`src/rtl/line_buf_pkg.sv`:
```
// Shared types and sizing for the ping-pong line buffer controller.
// Bank lifecycle enum and default widths used by the controller, its interface and the bench.
package line_buf_pkg;

    localparam int ADDR_W_DEF   = 11;
    localparam int STRIDE_W_DEF = 3;
    localparam int FRAME_CNT_W  = 5;

    typedef enum logic [1:0] {
        BANK_EMPTY    = 2'd0,
        BANK_FILLING  = 2'd1,
        BANK_FULL     = 2'd2,
        BANK_DRAINING = 2'd3
    } bank_state_t;

    function automatic logic bank_writable(bank_state_t s);
        return (s == BANK_EMPTY) || (s == BANK_FILLING);
    endfunction

    function automatic logic bank_readable(bank_state_t s);
        return (s == BANK_FULL) || (s == BANK_DRAINING);
    endfunction

endpackage

```
`src/rtl/line_buf_if.sv`:
```
// Write/read handshake and RAM-side strobes between the line buffer controller and its environment.
// The controller is the slave; whoever drives wr_valid/rd_ready is the master.
interface line_buf_if
    import line_buf_pkg::*;
#(
    parameter int ADDR_W = ADDR_W_DEF
);
    logic              wr_valid;
    logic              wr_ready;
    logic              wr_en;
    logic              wr_bank;
    logic [ADDR_W-1:0] wr_addr;
    logic              rd_ready;
    logic              rd_en;
    logic              rd_bank;
    logic [ADDR_W-1:0] rd_addr;
    logic              rd_valid;

    modport slave (
        input  wr_valid, rd_ready,
        output wr_ready, wr_en, wr_bank, wr_addr,
        output rd_en, rd_bank, rd_addr, rd_valid
    );

    modport master (
        output wr_valid, rd_ready,
        input  wr_ready, wr_en, wr_bank, wr_addr,
        input  rd_en, rd_bank, rd_addr, rd_valid
    );
endinterface

```
`src/rtl/stride_addr_gen.sv`:
```
// Interleaved write address generator: addr = stride*index + phase, phase-major order.
// Index is the low-order counter, so the natural wrap of both fields clears them after the last word.
module stride_addr_gen
    import line_buf_pkg::*;
#(
    parameter int ADDR_W   = ADDR_W_DEF,
    parameter int STRIDE_W = STRIDE_W_DEF
) (
    input  logic              clk,
    input  logic              rst_n,
    input  logic              en,
    output logic [ADDR_W-1:0] addr,
    output logic              last
);
    localparam int IDX_W = ADDR_W - STRIDE_W;

    logic [STRIDE_W-1:0] phase_q;
    logic [IDX_W-1:0]    idx_q;

    assign addr = {idx_q, phase_q};
    assign last = (&phase_q) & (&idx_q);

    always_ff @(posedge clk or negedge rst_n) begin
        if (!rst_n) begin
            phase_q <= '0;
            idx_q   <= '0;
        end else if (en) begin
            idx_q <= idx_q + 1'b1;
            if (&idx_q) begin
                phase_q <= phase_q + 1'b1;
            end
        end
    end

endmodule

```
`src/rtl/line_buf_ctrl.sv`:
```
// Two-bank ping-pong line buffer controller: interleaved fill on one bank, linear drain of the other.
// state         | meaning
// BANK_EMPTY    | no valid data, writable
// BANK_FILLING  | partially written, writer owns it
// BANK_FULL     | complete frame, waiting for the reader
// BANK_DRAINING | reader has started, not writable until fully read
module line_buf_ctrl
    import line_buf_pkg::*;
#(
    parameter int ADDR_W   = ADDR_W_DEF,
    parameter int STRIDE_W = STRIDE_W_DEF
) (
    input  logic                   clk,
    input  logic                   rst_n,
    line_buf_if.slave              bus,
    output logic [FRAME_CNT_W-1:0] frame_cnt
);
    bank_state_t            bank_st  [2];
    bank_state_t            bank_nxt [2];
    logic                   wr_bank_q;
    logic                   rd_bank_q;
    logic                   run_q;
    logic                   rd_valid_q;
    logic [ADDR_W-1:0]      rd_addr_q;
    logic [FRAME_CNT_W-1:0] frame_cnt_q;
    logic [ADDR_W-1:0]      gen_addr;
    logic                   gen_last;
    logic                   wr_ready;
    logic                   wr_en;
    logic                   rd_en;
    logic                   wr_last;
    logic                   rd_last;

    stride_addr_gen #(
        .ADDR_W   (ADDR_W),
        .STRIDE_W (STRIDE_W)
    ) u_wr_addr_gen (
        .clk   (clk),
        .rst_n (rst_n),
        .en    (wr_en),
        .addr  (gen_addr),
        .last  (gen_last)
    );

    // run_q keeps the writer closed while reset is held and opens it on the first edge after release
    assign wr_ready = run_q & bank_writable(bank_st[wr_bank_q]);
    assign wr_en    = bus.wr_valid & wr_ready;
    assign rd_en    = bus.rd_ready & bank_readable(bank_st[rd_bank_q]);
    assign wr_last  = wr_en & gen_last;
    assign rd_last  = rd_en & (&rd_addr_q);

    assign bus.wr_ready = wr_ready;
    assign bus.wr_en    = wr_en;
    assign bus.wr_bank  = wr_bank_q;
    assign bus.wr_addr  = gen_addr;
    assign bus.rd_en    = rd_en;
    assign bus.rd_bank  = rd_bank_q;
    assign bus.rd_addr  = rd_addr_q;
    assign bus.rd_valid = rd_valid_q;
    assign frame_cnt    = frame_cnt_q;

    always_ff @(posedge clk or negedge rst_n) begin
        if (!rst_n) begin
            bank_st[0] <= BANK_EMPTY;
            bank_st[1] <= BANK_EMPTY;
        end else begin
            bank_st[0] <= bank_nxt[0];
            bank_st[1] <= bank_nxt[1];
        end
    end

    // Writer and reader never own the same bank, so both updates can land in one cycle
    always_comb begin
        bank_nxt[0] = bank_st[0];
        bank_nxt[1] = bank_st[1];
        for (int b = 0; b < 2; b++) begin
            if (wr_en && (wr_bank_q == 1'(b))) begin
                bank_nxt[b] = wr_last ? BANK_FULL : BANK_FILLING;
            end
            if (rd_en && (rd_bank_q == 1'(b))) begin
                bank_nxt[b] = rd_last ? BANK_EMPTY : BANK_DRAINING;
            end
        end
    end

    always_ff @(posedge clk or negedge rst_n) begin
        if (!rst_n) begin
            run_q       <= 1'b0;
            wr_bank_q   <= 1'b0;
            rd_bank_q   <= 1'b0;
            rd_addr_q   <= '0;
            rd_valid_q  <= 1'b0;
            frame_cnt_q <= '0;
        end else begin
            run_q      <= 1'b1;
            rd_valid_q <= rd_en;
            if (wr_last) begin
                wr_bank_q   <= ~wr_bank_q;
                frame_cnt_q <= frame_cnt_q + 1'b1;
            end
            if (rd_en) begin
                rd_addr_q <= rd_addr_q + 1'b1;
            end
            if (rd_last) begin
                rd_bank_q <= ~rd_bank_q;
            end
        end
    end

endmodule
```
`src/flat_wrapper.sv`:
```
// flat-port wrapper written by rule: the top's interface ports become plain ports
module line_buf_ctrl_flat import line_buf_pkg::*;
#(
    parameter int ADDR_W   = ADDR_W_DEF,
    parameter int STRIDE_W = STRIDE_W_DEF
)
  (clk, rst_n, frame_cnt, bus_wr_valid, bus_rd_ready, bus_wr_ready, bus_wr_en, bus_wr_bank, bus_wr_addr, bus_rd_en, bus_rd_bank, bus_rd_addr, bus_rd_valid);
  line_buf_if #(.ADDR_W(ADDR_W)) bus_i ();
  input  logic clk;
  input  logic rst_n;
  output logic [FRAME_CNT_W-1:0] frame_cnt;
  input wire logic [$bits(bus_i.wr_valid)-1:0] bus_wr_valid;
  input wire logic [$bits(bus_i.rd_ready)-1:0] bus_rd_ready;
  output wire logic [$bits(bus_i.wr_ready)-1:0] bus_wr_ready;
  output wire logic [$bits(bus_i.wr_en)-1:0] bus_wr_en;
  output wire logic [$bits(bus_i.wr_bank)-1:0] bus_wr_bank;
  output wire logic [$bits(bus_i.wr_addr)-1:0] bus_wr_addr;
  output wire logic [$bits(bus_i.rd_en)-1:0] bus_rd_en;
  output wire logic [$bits(bus_i.rd_bank)-1:0] bus_rd_bank;
  output wire logic [$bits(bus_i.rd_addr)-1:0] bus_rd_addr;
  output wire logic [$bits(bus_i.rd_valid)-1:0] bus_rd_valid;
  assign bus_i.wr_valid = bus_wr_valid;
  assign bus_i.rd_ready = bus_rd_ready;
  assign bus_wr_ready = bus_i.wr_ready;
  assign bus_wr_en = bus_i.wr_en;
  assign bus_wr_bank = bus_i.wr_bank;
  assign bus_wr_addr = bus_i.wr_addr;
  assign bus_rd_en = bus_i.rd_en;
  assign bus_rd_bank = bus_i.rd_bank;
  assign bus_rd_addr = bus_i.rd_addr;
  assign bus_rd_valid = bus_i.rd_valid;
  line_buf_ctrl #(.ADDR_W(ADDR_W), .STRIDE_W(STRIDE_W)) u_core (.clk(clk), .rst_n(rst_n), .bus(bus_i), .frame_cnt(frame_cnt));
endmodule
```
`config.mk`:
```
export PLATFORM = sky130hd
export DESIGN_NAME = line_buf_ctrl_flat
export DESIGN_NICKNAME = d
export VERILOG_FILES = /design/src/rtl/line_buf_pkg.sv /design/src/rtl/line_buf_if.sv /design/src/rtl/stride_addr_gen.sv /design/src/rtl/line_buf_ctrl.sv /design/src/flat_wrapper.sv
export SDC_FILE = /design/constraint.sdc
export NUM_CORES = 1
export LEC_CHECK = 0
export CAP_MARGIN = 20
export CORE_ASPECT_RATIO = 1.75
export CORE_MARGIN = 4
export CORE_UTILIZATION = 45
export DETAILED_ROUTE_END_ITERATION = 12
export PLACE_DENSITY_LB_ADDON = 0.15
export SLEW_MARGIN = 20
export SYNTH_ARGS = -nofsm -noshare
export SYNTH_HDL_FRONTEND = slang
export SYNTH_SLANG_ARGS = --single-unit
```
`constraint.sdc`:
```
create_clock -name clk -period 4.4 [get_ports clk]
set_clock_uncertainty 0.15 [all_clocks]
set_input_delay 1.1 -clock clk [delete_from_list [all_inputs] [get_ports clk]]
set_output_delay 1.1 -clock clk [all_outputs]
set_load 0.01 [all_outputs]
```
==> results by group <==
Power and ir drop
  • Total chip power: 0.771 mW
  • P per Cell Area: 388 nW/µm²
  • Peak supply drop: 286 µV
  • Leak pwr: 0.923 nW

Detailed routing
  • Post-route antenna net violation count: 0
  • Vias per cell: 4.96
  • Drt first-iter violations: 7
  • Drt wl/cell: 13.9 µm
  • Vias: 1017
  • Drt first pass iters: 4
  • # DRC: 0
  • Routed WL: 2.85 mm

Place
  • Placed Area: 1870 µm²
  • Post-DP HPWL: 2.14 mm
  • # port buffers: 36
  • Routability cong.: 0.795

Synth
  • Commonest register cell after synthesis: dfrtp_1
  • Most common cell in the netlist: dfrtp_1
  • Cell taking the most area after synthesis: dfrtp_1
  • Area share of the largest cell type after synthesis: 0.569
  • Sequential share of the synthesized area: 0.569
  • Async SR Flop Fraction: 1.00
  • Main combinational cell family by area after synthesis: simple AND/OR/NAND/NOR gates
  • Post-synthesis adder-cell area fraction: 0.0431
  • Yosys warnings: 0
  • Syn_area_per_cell: 12.4 µm²
  • Synth Area in Compound Gates: 0.0147
  • Synth Cell Area: 1450 µm²
  • Top post-synthesis cells by count: dfrtp_1 (33), xnor2_1 (14), nand2_1 (11)
  • Register bit count reported by yosys: 33
  • Post-synthesis xor/xnor area fraction: 0.145
  • Simple-gate area share of the yosys netlist: 0.163
  • Cell variety after synth: 26
  • Syn Nets: 126
  • Ranking of synthesized cells by area: dfrtp_1 (57%), xnor2_1 (8.4%), xor2_1 (6.0%)
  • EDFF count, synth: 0
  • Cells after synthesis: 117
  • Mux cell area share after synthesis: 0.0552

Finish
  • Final instance area: 1990 µm²
  • Post-layout util: 0.633
  • Post-layout net count: 170
  • ANT cells: 0
  • Layout cells sized above 1: 0.105
  • P&R area growth vs syn: 37.1%

Clocking
  • Worst-path clk slew: 0.07 ns
  • TritonCTS Sinks: 33
  • Cts repair resizes: 0
  • Worst skew pair latency: 0.28 ns
  • Number of hold buffers added after CTS: 0
  • Setup bufs post-CTS: 0
  • Number of CTS-inserted buffers: 5
  • CTS tree: built
  • Htree depth: 2
  • Root buffer cell: clkbuf_8
  • Max Root-Sink Buffers: 2

Run status
  • Status: complete, no violations

Setup path
  • Critical path's slowest cell: clkdlybuf4s50_1
  • Category of the most critical setup path: in -> out
  • Crit-path cells: clkdlybuf4s50_1, nand3_1, inv_1, clkdlybuf4s50_1
  • Max stage delay on crit path: 0.57 ns
  • Buf/Inv on CP: 3
  • Top Family by Delay on Critical Path: buffers and inverters
  • Crit path DAT: 2.56 ns
  • Top cell by count, worst path: clkdlybuf4s50_1
  • Critical Path Start Type: primary input
  • Critical path endpoint category: output port
  • Crit Path Max Fanout: 6
  • Required @ worst endpoint: 3.15 ns

STA
  • Worst-Margin Slew: 0.497 ns
  • Final worst path period share: 0.866
  • Slew HR: 0.666
  • Achievable Freq: 262 MHz
  • Unrepaired setup endpoints after global routing: no
  • Final hold viol count: 0
  • Fin. max-slew vios: 0
  • Final setup vio count: 0
  • Setup tns final: 0 ns
  • Period minus WS final: 3.81 ns

Global route
  • Gr busiest metal: met2
  • Routing usage on met1: 0.162
  • First-pass GRT wire length: 4.88 mm
  • GRT met3 Usage: 0.0521
  • GRT Overall Usage: 0.154
  • Largest net degree at the start of global routing: 34
  • Via count of the first global-routing pass: 1059
  • Met2 Usage GRT: 0.260
  • Initial antenna violation count: 0
  • GR Overflow Total: 0

Floorplanning
  • Placeable Area: 3140 µm²
  • Rows: 27
  • I/O pin total: 37
  • Die width: 50.9 µm
  • Initial core utilization: 0.462
  • Die Span Y: 83.1 µm
  • DIE AREA: 4230 µm²

Flow run
  • Max Cap Viol: 0

Min path
  • Hold WC Path Type: reg -> reg
-- per-layer routing --
metal,vias to the layer above,wire (µm),part of all wire
li1,493,-,-
met4,0,73,0.026
met2,26,1560,0.55
met1,491,1070,0.38
met5,-,0,0
met3,7,144,0.051
-- cells in the final DEF (no fill, tap or decap), types with 4 or more instances in the layout --
| cell type | instances |
|---|---|
| clkdlybuf4s50_1 | 36 |
| dfrtp_1 | 33 |
| xnor2_1 | 14 |
| nand2_1 | 11 |
| xor2_1 | 10 |
| nand4_1 | 7 |
| clkbuf_8 | 6 |
| nand3_1 | 5 |
| ha_1 | 5 |
| mux2_2 | 4 |
-- state kept, by name, indices dropped and copies added (netlist names) --
name                          cells
u_core.bus.rd_valid               1
u_core.bus.rd_addr               11
u_core.frame_cnt                  5
u_core.u_wr_addr_gen.idx_q        8
u_core.bank_st                    2
u_core.bus.wr_bank                1
u_core.run_q                      1
u_core.bus.rd_bank                1
u_core.u_wr_addr_gen.phase_q      3
-- path summary, 6_finish.rpt --
kind / cells after the start / slack, ns / endpoint / startpoint
setup / recovery: 4 / 0.59 / bus_wr_en / bus_wr_valid
hold / removal: 1 / 0.33 / u_core.frame_cnt[4] / u_core.frame_cnt[4]
setup reg to reg: 4 / 2.34 / u_core.frame_cnt[1] / u_core.u_wr_addr_gen.idx_q[0]
hold reg to reg: 1 / 0.33 / u_core.frame_cnt[4] / u_core.frame_cnt[4]
max in group asynchronous: 2 / 2.73 / u_core.u_wr_addr_gen.idx_q[6] / rst_n
min in group asynchronous: 2 / 1.07 / u_core.u_wr_addr_gen.idx_q[4] / rst_n
-- power by group --
group          internal [mW]  switching, mW
sequential             0.328         0.0332
combinational         0.0678         0.0489
clock                  0.185          0.108
-- cells by family after synthesis --
logic type / count (synthesis)
simple gates: 40
buf+inv: 3
mux: 7
xor+xnor: 24
other cells: 1
flops: 33
compound gates: 4
fa+ha+maj: 5
-- layout make-up --
class / instances / area [µm²]
clock buffer: 7 / 86.3
clock inverter: 1 / 30.0
fill: 270 / 1150
inverter: 3 / 11.3
multi-input combinational: 81 / 614
sequential: 33 / 826
tap: 43 / 53.8
timing repair buffer: 37 / 368
-- per-stage QoR --
| stage | setup WS [ns] | std cells | hold WS [ns] |
|---|---|---|---|
| floorplan | 1.69 | 117 | 0.358 |
| finish | 0.590 | 205 | 0.329 |
| CTS | 0.585 | 205 | 0.333 |
| global route | 0.506 | 205 | 0.374 |
| detailed placement | 0.608 | 197 | 0.324 |
| global placement | 0.650 | 197 | 0.313 |
No activity file was read; power rests on OpenSTA's default activity.
